[config.mk]
export PLATFORM = sky130hd
export DESIGN_NAME = lcd_bus_driver
export DESIGN_NICKNAME = d
export VERILOG_FILES = /design/src/rtl/lcd_bus_driver.sv
export SDC_FILE = /design/constraint.sdc
export NUM_CORES = 1
export LEC_CHECK = 0
export ABC_AREA = 1
export BUFFER_PORTS_ARGS = -buffer_cell sky130_fd_sc_hd__buf_2
export CAP_MARGIN = 10
export CELL_PAD_IN_SITES_DETAIL_PLACEMENT = 1
export CELL_PAD_IN_SITES_GLOBAL_PLACEMENT = 2
export CORE_MARGIN = 1
export CORE_UTILIZATION = 29
export DETAILED_ROUTE_END_ITERATION = 8
export GPL_ROUTABILITY_DRIVEN = 1
export PLACE_DENSITY = 0.74
export REMOVE_ABC_BUFFERS = 1
export SKIP_CTS_REPAIR_TIMING = 1
export SYNTH_ARGS = -nofsm -noshare
export SYNTH_HDL_FRONTEND = slang
export SYNTH_SLANG_ARGS = --single-unit
[constraint.sdc]
create_clock -name iCLK -period 1.7 [get_ports iCLK]
set_clock_uncertainty 0.1 [all_clocks]
set_input_delay 0.255 -clock iCLK [delete_from_list [all_inputs] [get_ports iCLK]]
set_output_delay 0.255 -clock iCLK [all_outputs]
set_load 0.01 [all_outputs]
[src/rtl/lcd_bus_driver.sv]
// Purpose : byte-level write driver for an HD44780-style character LCD bus.
// Latency : oDone fires 1+SETUP_CYC+EN_CYC+HOLD_CYC+exec cycles after the accepted start edge.
// Backpr. : oBusy high while powering up or mid-transaction; start edges seen while busy are dropped.
//
// Ports:
//   iCLK, iRST        clock and synchronous active-high reset
//   iDATA, iRS        byte and register select, captured when a start edge is accepted
//   iStart            request; only a 0->1 transition seen while idle starts a transaction
//   oDone, oBusy      one-cycle completion pulse / busy level
//   LCD_DATA, LCD_RS  LCD bus, held from acceptance until the next acceptance or reset
//   LCD_EN, LCD_RW    enable strobe and read/write (always write)
module lcd_bus_driver #(
    parameter int PWRUP_CYC     = 750000,
    parameter int SETUP_CYC     = 4,
    parameter int EN_CYC        = 16,
    parameter int HOLD_CYC      = 4,
    parameter int EXEC_CYC      = 2500,
    parameter int LONG_EXEC_CYC = 82000,
    parameter int CNT_W         = 20
) (
    input  logic       iCLK,
    input  logic       iRST,
    input  logic [7:0] iDATA,
    input  logic       iRS,
    input  logic       iStart,
    output logic       oDone,
    output logic       oBusy,
    output logic [7:0] LCD_DATA,
    output logic       LCD_RS,
    output logic       LCD_EN,
    output logic       LCD_RW
);

    localparam logic [2:0] ST_PWRUP = 3'd0;
    localparam logic [2:0] ST_IDLE  = 3'd1;
    localparam logic [2:0] ST_SETUP = 3'd2;
    localparam logic [2:0] ST_PULSE = 3'd3;
    localparam logic [2:0] ST_HOLD  = 3'd4;
    localparam logic [2:0] ST_EXEC  = 3'd5;
    localparam logic [2:0] ST_DONE  = 3'd6;

    // Terminal counts: a timed state exits when the counter reaches length-1.
    localparam logic [CNT_W-1:0] PWRUP_LAST = CNT_W'(PWRUP_CYC - 1);
    localparam logic [CNT_W-1:0] SETUP_LAST = CNT_W'(SETUP_CYC - 1);
    localparam logic [CNT_W-1:0] EN_LAST    = CNT_W'(EN_CYC - 1);
    localparam logic [CNT_W-1:0] HOLD_LAST  = CNT_W'(HOLD_CYC - 1);
    localparam logic [CNT_W-1:0] EXEC_LAST  = CNT_W'(EXEC_CYC - 1);
    localparam logic [CNT_W-1:0] LONG_LAST  = CNT_W'(LONG_EXEC_CYC - 1);
    localparam logic [CNT_W-1:0] CNT_ONE    = CNT_W'(1);

    logic [2:0]       state;
    logic [2:0]       state_nxt;
    logic [CNT_W-1:0] cnt;
    logic [CNT_W-1:0] exec_last;
    logic             start_q;
    logic             start_edge;
    logic             long_exec;
    logic             long_sel;

    // Rising edge of iStart; start_q samples every cycle in every state, so a
    // request held high across busy periods can never retrigger.
    assign start_edge = iStart & ~start_q;

    // Clear (0x01) and return-home (0x02/0x03) need the long execution wait.
    assign long_sel  = ~iRS && (iDATA[7:2] == 6'd0) && (iDATA[1:0] != 2'd0);
    assign exec_last = long_exec ? LONG_LAST : EXEC_LAST;

    assign LCD_RW = 1'b0;

    always_comb begin
        state_nxt = state;
        case (state)
            ST_PWRUP: if (cnt == PWRUP_LAST) state_nxt = ST_IDLE;
            ST_IDLE:  if (start_edge)        state_nxt = ST_SETUP;
            ST_SETUP: if (cnt == SETUP_LAST) state_nxt = ST_PULSE;
            ST_PULSE: if (cnt == EN_LAST)    state_nxt = ST_HOLD;
            ST_HOLD:  if (cnt == HOLD_LAST)  state_nxt = ST_EXEC;
            ST_EXEC:  if (cnt == exec_last)  state_nxt = ST_DONE;
            ST_DONE:  state_nxt = ST_IDLE;
            // Unused encoding: restart cleanly through the power-up wait.
            default:  state_nxt = ST_PWRUP;
        endcase
    end

    always_ff @(posedge iCLK) begin
        if (iRST) begin
            state     <= ST_PWRUP;
            cnt       <= '0;
            start_q   <= 1'b0;
            long_exec <= 1'b0;
            LCD_DATA  <= 8'h00;
            LCD_RS    <= 1'b0;
            LCD_EN    <= 1'b0;
            oDone     <= 1'b0;
            oBusy     <= 1'b1;
        end else begin
            start_q <= iStart;
            state   <= state_nxt;

            // One shared counter, restarted on every state change; it stays
            // parked at zero while idle.
            if ((state_nxt != state) || (state == ST_IDLE)) begin
                cnt <= '0;
            end else begin
                cnt <= cnt + CNT_ONE;
            end

            if ((state == ST_IDLE) && start_edge) begin
                LCD_DATA  <= iDATA;
                LCD_RS    <= iRS;
                long_exec <= long_sel;
            end

            // Outputs are registered off the next state so they line up
            // exactly with the state they belong to.
            LCD_EN <= (state_nxt == ST_PULSE);
            oDone  <= (state_nxt == ST_DONE);
            oBusy  <= (state_nxt != ST_IDLE) && (state_nxt != ST_DONE);
        end
    end

endmodule

==> reports/qor.tcl, run 1 <==
set qor(syn-mean-instance-area_um2) 6.68
set qor(layout-area-overhead-vs-synth_pct) 37.8
set qor(status) {complete, but fails checks}
set qor(final_area_mm2) 0.00294
set qor(synth_cells) 319
set qor(dominant_combinational_cell_family_by_area_after_synthesis) {simple AND/OR/NAND/NOR gates}
set qor(pre_repair_dr_iteration_count) 4
set qor(first_global_vias) 2227
set qor(met3WireLength_um) 161
set qor(ioPinCount) 25
set qor(route.antenna.remaining_nets) 0
set qor(htreeDepth) 2
set qor(fraction_of_layout_instances_using_a_drive_strength_above_1) 0.358
set qor(cts.root.buffer_cell) {sky130_fd_sc_hd__clkbuf_8}
set qor(finish.utilization) 0.423
set qor(fp.dieH_um) 87.7
set qor(yosys.area_share.xor_xnor) 0.0658
set qor(cts.sinks) 37
set qor(synth_cell_types) 29
set qor(detail_route.wirelength.met1_mm) 3.08
set qor(gp_routability_congestion) 0.798
set qor(clock_path_buffers) 2
set qor(timing.critical_path.to_type) {flip-flop}
set qor(min_path_type) {primary input to flip-flop}
set qor(detailedRoute.firstIterationViolations) 94
set qor(sum_of_negative_setup_slack_ns) -1.16
set qor(dieArea_mm2) 0.00769
set qor(grt_pass1_wl_mm) 10.3
set qor(initial_utilization) 0.307
set qor(power-per-cell-area_mw_per_mm2) 606
set qor(critPathKind) {flip-flop to flip-flop}
set qor(seq_total_area_yosys) 0.348
set qor(worst-path-max-fanout) 5
set qor(setup_viol) 20
set qor(num_antenna_cells) 0
set qor(buffer_ports.inserted) 23
set qor(detailed_place.area_mm2) 0.00267
set qor(yosys-mux-area-fraction) 0
set qor(synth_compound_area_frac) 0.0435
set qor(crit_top_cell) {sky130_fd_sc_hd__nand2_1}
set qor(hpwl_mm) 5.00
set qor(std_cell_rows) 30
set qor(total_standard_cell_area_after_synthesis_mm2) 0.00213
set qor(whs_ns) 0.0902
set qor(synth-simple-area-share) 0.429
set qor(cts_buffers) 5
set qor(die_width_um) 87.7
set qor(grt_max_degree) 14
set qor(path_cells) {buf_4 > nand2_1 > inv_1 > nand3_1 > nor2_1 > nand2_1 > nand3_1 > nand2_1 > nand3_4 > clkbuf_16 > nor2_2}
set qor(period_needed_ns) 1.79
set qor(max-cap-violations) 0
set qor(met2RoutedLength_mm) 2.95
set qor(drcViolationCount) 0
set qor(maxClockFrequency_ghz) 0.559
set qor(finalNetCount) 406
set qor(min_period_over_period) 1.05
set qor(groute.usage.overall) 0.177
set qor(totalWireLength_mm) 6.28
set qor(route.detailed.vias_per_inst) 4.38
set qor(clkSlewWorstSetupHoldPaths_ns) 0.08
set qor(grt_antenna_before_repair) 0
set qor(maxSlewViolCount) 0
set qor(ir_drop_mv) 0.322
set qor(coreArea_mm2) 0.00694
set qor(violations) {negative setup slack}
set qor(rsz0062_at_grt) {true}
set qor(detail_route.wl_per_cell_um) 12.8
set qor(timing.critical_path.from_type) {flip-flop}
set qor(hold_viol) 0
set qor(global_route.overflow_total) 0
set qor(detailroute.via_count) 2146
set qor(cts_tree) {yes}
set qor(power.static_leakage_uw) 0.00132
set qor(final_critical_path_setup_slack_ns) -0.0883
set qor(critical_path.max_stage_delay_ns) 0.39
set qor(ys_warn_count) 0
set qor(clk-insertion-delay-late_ns) 0.30
set qor(yosys.area_share.adder) 0.00588
set qor(worstPathRequired_ns) 1.79
set qor(highest_layer_used_for_signal_routing) {met4}
set qor(worst_ep_arrival_time_ns) 1.87
set qor(number_of_storage_elements_in_the_synthesis_netlist) 37
set qor(timing.critical_path.slowest_stage_cell) {sky130_fd_sc_hd__dfxtp_1}
[metrics by stage]
step           std cells  power [µW]  setup WS (ns)
3_5_place_dp         476        1000         -0.185
4_1_cts              484        1780         -0.205
3_3_place_gp         476         999         -0.153
2_1_floorplan        311         945         -0.394
6_report             490        1780        -0.0883
5_1_grt              490        1850         -0.200
[per-layer routing]
metal	up-vias	track usage
met5	-	0
met4	0	0.0626
met3	7	0.0283
met2	22	0.296
met1	995	0.232
li1	1122	-
[kinds of logic after synthesis]
| family | after synthesis |
|---|---|
| AND/OR/NAND/NOR | 196 |
| other | 1 |
| XOR/XNOR | 16 |
| buffers and inverters | 52 |
| adder cells (fa/ha/maj) | 1 |
| flip-flops | 37 |
| AO/OA/AOI/OAI | 16 |
[path summary, 6_finish.rpt]
kind | from | endpoint | slack, ns | cells past startpoint
hold / removal | iRST | long_exec$_SDFFE_PP0P_ | 0.09 | 2
setup / recovery | cnt[16]$_SDFF_PP0_ | cnt[3]$_SDFF_PP0_ | -0.09 | 11
setup reg to reg | cnt[16]$_SDFF_PP0_ | cnt[3]$_SDFF_PP0_ | -0.09 | 11
hold reg to reg | LCD_DATA[0]$_SDFFE_PP0P_ | LCD_DATA[0]$_SDFFE_PP0P_ | 0.37 | 2
[sequential cells by signal (all words and copies together), names as in the netlist]
| name | count |
|---|---|
| cnt | 20 |
| LCD_DATA | 8 |
| state | 3 |
| LCD_EN | 1 |
| LCD_RS | 1 |
| long_exec | 1 |
| oBusy | 1 |
| oDone | 1 |
| start_q | 1 |
[report_power, final]
group	total, µW	internal, µW	switching, µW
combinational	115	54.9	60.4
clock	781	439	342
sequential	882	874	7.44
[cells in the mapped netlist]
| master | count | area (µm²) |
|---|---|---|
| sky130_fd_sc_hd__nand2_2 | 3 | 18.8 |
| sky130_fd_sc_hd__buf_4 | 2 | 15.0 |
| sky130_fd_sc_hd__clkinv_1 | 1 | 3.75 |
| sky130_fd_sc_hd__o22ai_1 | 1 | 6.26 |
| sky130_fd_sc_hd__inv_2 | 3 | 11.3 |
| sky130_fd_sc_hd__nor3_1 | 9 | 45.0 |
| sky130_fd_sc_hd__o21ai_1 | 1 | 5.00 |
| sky130_fd_sc_hd__a21oi_1 | 5 | 25.0 |
| sky130_fd_sc_hd__nand3b_1 | 1 | 7.51 |
| sky130_fd_sc_hd__nor4_1 | 1 | 6.26 |
| sky130_fd_sc_hd__nand2_1 | 69 | 259 |
| sky130_fd_sc_hd__buf_6 | 3 | 33.8 |
| sky130_fd_sc_hd__xnor2_1 | 5 | 43.8 |
| sky130_fd_sc_hd__inv_1 | 40 | 150 |
| sky130_fd_sc_hd__ha_1 | 1 | 12.5 |
| sky130_fd_sc_hd__buf_2 | 1 | 5.00 |
| sky130_fd_sc_hd__a21oi_4 | 1 | 16.3 |
| sky130_fd_sc_hd__clkbuf_1 | 2 | 7.51 |
| sky130_fd_sc_hd__xor2_1 | 11 | 96.3 |
| sky130_fd_sc_hd__nor2_1 | 54 | 203 |
| sky130_fd_sc_hd__nor3_2 | 1 | 10.0 |
| sky130_fd_sc_hd__nor2_2 | 22 | 138 |
| sky130_fd_sc_hd__nand3_2 | 2 | 20.0 |
| sky130_fd_sc_hd__conb_1 | 1 | 3.75 |
| sky130_fd_sc_hd__nand4_1 | 4 | 25.0 |
| sky130_fd_sc_hd__nor2_4 | 5 | 56.3 |
| sky130_fd_sc_hd__dfxtp_1 | 37 | 741 |
| sky130_fd_sc_hd__o21ai_0 | 8 | 40.0 |
| sky130_fd_sc_hd__nand3_1 | 25 | 125 |
[layout by cell type (no fill, tap or decap), types with 2 or more instances in the layout]
cell and n:
sky130_fd_sc_hd__nand4_1 4, sky130_fd_sc_hd__clkbuf_8 5, sky130_fd_sc_hd__buf_2 23, sky130_fd_sc_hd__nor3_2 2
sky130_fd_sc_hd__o21ai_1 2, sky130_fd_sc_hd__nor2_1 49, sky130_fd_sc_hd__nor2_4 5, sky130_fd_sc_hd__dfxtp_1 30
sky130_fd_sc_hd__dfxtp_2 7, sky130_fd_sc_hd__nor3_1 8, sky130_fd_sc_hd__nand3_2 2, sky130_fd_sc_hd__xor2_1 11
sky130_fd_sc_hd__buf_4 48, sky130_fd_sc_hd__nand3_1 23, sky130_fd_sc_hd__buf_12 2, sky130_fd_sc_hd__nor2_2 27
sky130_fd_sc_hd__a21oi_1 5, sky130_fd_sc_hd__xnor2_1 5, sky130_fd_sc_hd__nand2_2 5, sky130_fd_sc_hd__nand3_4 2
sky130_fd_sc_hd__o21ai_0 7, sky130_fd_sc_hd__inv_1 39, sky130_fd_sc_hd__inv_2 4, sky130_fd_sc_hd__clkinvlp_4 2
sky130_fd_sc_hd__nand2_1 66
[worst max-delay path, delay by kind of cell, from the launching register on]
kind	cells	cell delay [ns]
simple gates	8	0.74
buf+inv	3	0.43
flops	1	0.39
[cell type report]
class / count / area, µm²
fillers: 904 / 4010
repair buffers: 75 / 552
well taps: 96 / 120
inverters: 44 / 169
multi-input cells: 230 / 1230
clock inverters: 3 / 46.3
flip-flops and latches: 37 / 749
clock buffers: 5 / 68.8
No activity file was read; power rests on OpenSTA's default activity.
==> run 2: changes to the inputs <==
==> constraint.sdc (replaced) <==
create_clock -name iCLK -period 1.7 [get_ports iCLK]
set_clock_uncertainty 0.1 [all_clocks]
set_input_delay 0.17 -clock iCLK [delete_from_list [all_inputs] [get_ports iCLK]]
set_output_delay 0.17 -clock iCLK [all_outputs]
set_load 0.01 [all_outputs]
==> run 2 against run 1 <==
Compared with the run above:
- the flow still finishes with violations (negative setup slack)
- cell area up 0.34%
- largest cell class unchanged
- critical endpoint unchanged
- cell count up 0.20%
- critical path depth did not move
- core utilization is 0.14 points higher
- sequential power barely moved
- largest power group unchanged
==> reports/qor.tcl, run 2 (synthesis results as in run 1) <==
set qor(status) {complete, but fails checks}
set qor(violations) {negative setup slack}
set qor(max-cap-violations) 0
set qor(ir_drop_mv) 0.321
set qor(clk-insertion-delay-late_ns) 0.30
set qor(worst_hold_startpoint) {iStart}
set qor(maxClockFrequency_ghz) 0.561
set qor(cts_buffers) 5
set qor(timing.critical_path.to_type) {flip-flop}
set qor(grt_pass1_wl_mm) 10.3
set qor(commonest_non_fill_non_tap_cell_in_the_layout) {sky130_fd_sc_hd__nand2_1}
set qor(groute.usage.overall) 0.177
set qor(rsz0062_at_grt) {true}
set qor(cts.root.buffer_cell) {sky130_fd_sc_hd__clkbuf_8}
set qor(design_power_uw) 1780
set qor(htreeDepth) 2
set qor(cp_launch_point) {cnt[16]$_SDFF_PP0_}
set qor(detail_route.wl_per_cell_um) 12.8
set qor(whs_ns) 0.0111
set qor(initial_utilization) 0.307
set qor(coreArea_mm2) 0.00694
set qor(ioPinCount) 25
set qor(fillerInstances) 905
set qor(totalWireLength_mm) 6.27
set qor(die_width_um) 87.7
set qor(worst_ep_arrival_time_ns) 1.87
set qor(cts_tree) {yes}
set qor(clock_path_buffers) 2
set qor(hpwl_mm) 5.00
set qor(power.static_leakage_uw) 0.00132
set qor(layout_common_cells) {sky130_fd_sc_hd__nand2_1 (66), sky130_fd_sc_hd__nor2_1 (49), sky130_fd_sc_hd__buf_4 (48)}
set qor(setup_viol) 20
set qor(global_route.overflow_total) 0
set qor(largestRegisters) {cnt: 20 flops, LCD_DATA: 8 flops, state: 3 flops}
set qor(min_period_over_period) 1.05
set qor(grt_max_degree) 14
set qor(cts.sinks) 37
set qor(power-per-cell-area_mw_per_mm2) 604
set qor(pre_repair_dr_iteration_count) 4
set qor(fp.dieH_um) 87.7
set qor(r2r_start) {cnt[16]$_SDFF_PP0_}
set qor(fraction_of_layout_instances_using_a_drive_strength_above_1) 0.357
set qor(finish.utilization) 0.424
set qor(min_path_type) {primary input to flip-flop}
set qor(finalNetCount) 407
set qor(period_needed_ns) 1.78
set qor(grt_antenna_before_repair) 0
set qor(gp_routability_congestion) 0.798
set qor(clkSlewWorstSetupHoldPaths_ns) 0.08
set qor(critPathKind) {flip-flop to flip-flop}
set qor(buffer_ports.inserted) 23
set qor(timing.critical_path.from_type) {flip-flop}
set qor(dieArea_mm2) 0.00769
set qor(detailroute.via_count) 2146
set qor(largest_register_ffs) 20
set qor(worst-path-max-fanout) 5
set qor(route.detailed.vias_per_inst) 4.37
set qor(std_cell_rows) 30
set qor(final_critical_path_setup_slack_ns) -0.0832
set qor(route.antenna.remaining_nets) 0
set qor(drcViolationCount) 0
set qor(regMostFlops) {cnt}
set qor(worstPathRequired_ns) 1.79
set qor(first_global_vias) 2227
set qor(maxSlewViolCount) 0
set qor(hold_viol) 0
set qor(layout-area-overhead-vs-synth_pct) 38.3
set qor(detailedRoute.firstIterationViolations) 73
set qor(num_antenna_cells) 0
run 2: cell types whose count changed in the layout (fill, tap and decap cells not counted), sizes merged:
cell | before | now
dlygate4sd3 | 0 | 1
run 2: worst paths after layout:
check / to / slack [ns] / depth (start not counted)
hold / removal: start_q$_SDFF_PP0_ / 0.01 / 3
setup / recovery: cnt[3]$_SDFF_PP0_ / -0.08 / 11
hold reg to reg: LCD_DATA[0]$_SDFFE_PP0P_ / 0.37 / 2
setup reg to reg: cnt[3]$_SDFF_PP0_ / -0.08 / 11
run 2: layout make-up:
| class | count | area [µm²] | share of cell area |
|---|---|---|---|
| timing repair buffer | 76 | 562 | 0.191 |
| sequential | 37 | 749 | 0.254 |
| tap | 96 | 120 | 0.0408 |
| multi-input combinational | 230 | 1230 | 0.418 |
| clock inverter | 3 | 46.3 | 0.0157 |
| clock buffer | 5 | 68.8 | 0.0234 |
| inverter | 44 | 169 | 0.0573 |
run 2: metrics by stage:
| step | setup WS (ns) | instances | instance area [µm²] | setup TNS [ns] |
|---|---|---|---|---|
| 2_1_floorplan | -0.394 | 311 | 2070 | -7.88 |
| 3_3_place_gp | -0.153 | 476 | 2670 | -3.02 |
| 3_5_place_dp | -0.185 | 476 | 2670 | -3.71 |
| 4_1_cts | -0.205 | 484 | 2790 | -4.14 |
| 5_1_grt | -0.200 | 491 | 2950 | -3.71 |
| 6_report | -0.0832 | 491 | 2950 | -1.06 |
run 2: critical path, cell delays in order (launching register included):
cell	delay, ns
sky130_fd_sc_hd__dfxtp_1	0.39
sky130_fd_sc_hd__buf_4	0.15
sky130_fd_sc_hd__nand2_1	0.07
sky130_fd_sc_hd__inv_1	0.11
sky130_fd_sc_hd__nand3_1	0.14
sky130_fd_sc_hd__nor2_1	0.12
sky130_fd_sc_hd__nand2_1	0.07
sky130_fd_sc_hd__nand3_1	0.08
sky130_fd_sc_hd__nand2_1	0.08
sky130_fd_sc_hd__nand3_4	0.14
sky130_fd_sc_hd__clkbuf_16	0.17
sky130_fd_sc_hd__nor2_2	0.04
run 2: metal layers:
metal,vias up,track usage,share of wire,wire (µm)
met1,982,0.232,0.48,3030
met5,-,0,0,0
li1,1125,-,-,-
met2,32,0.296,0.47,2940
met3,7,0.0283,0.033,205
met4,0,0.0626,0.014,88
run 2: power by group:
group / switching, µW / internal (µW) / total, µW
Clock: 342 / 439 / 781
Sequential: 7.34 / 874 / 882
Combinational: 60.4 / 56.4 / 117
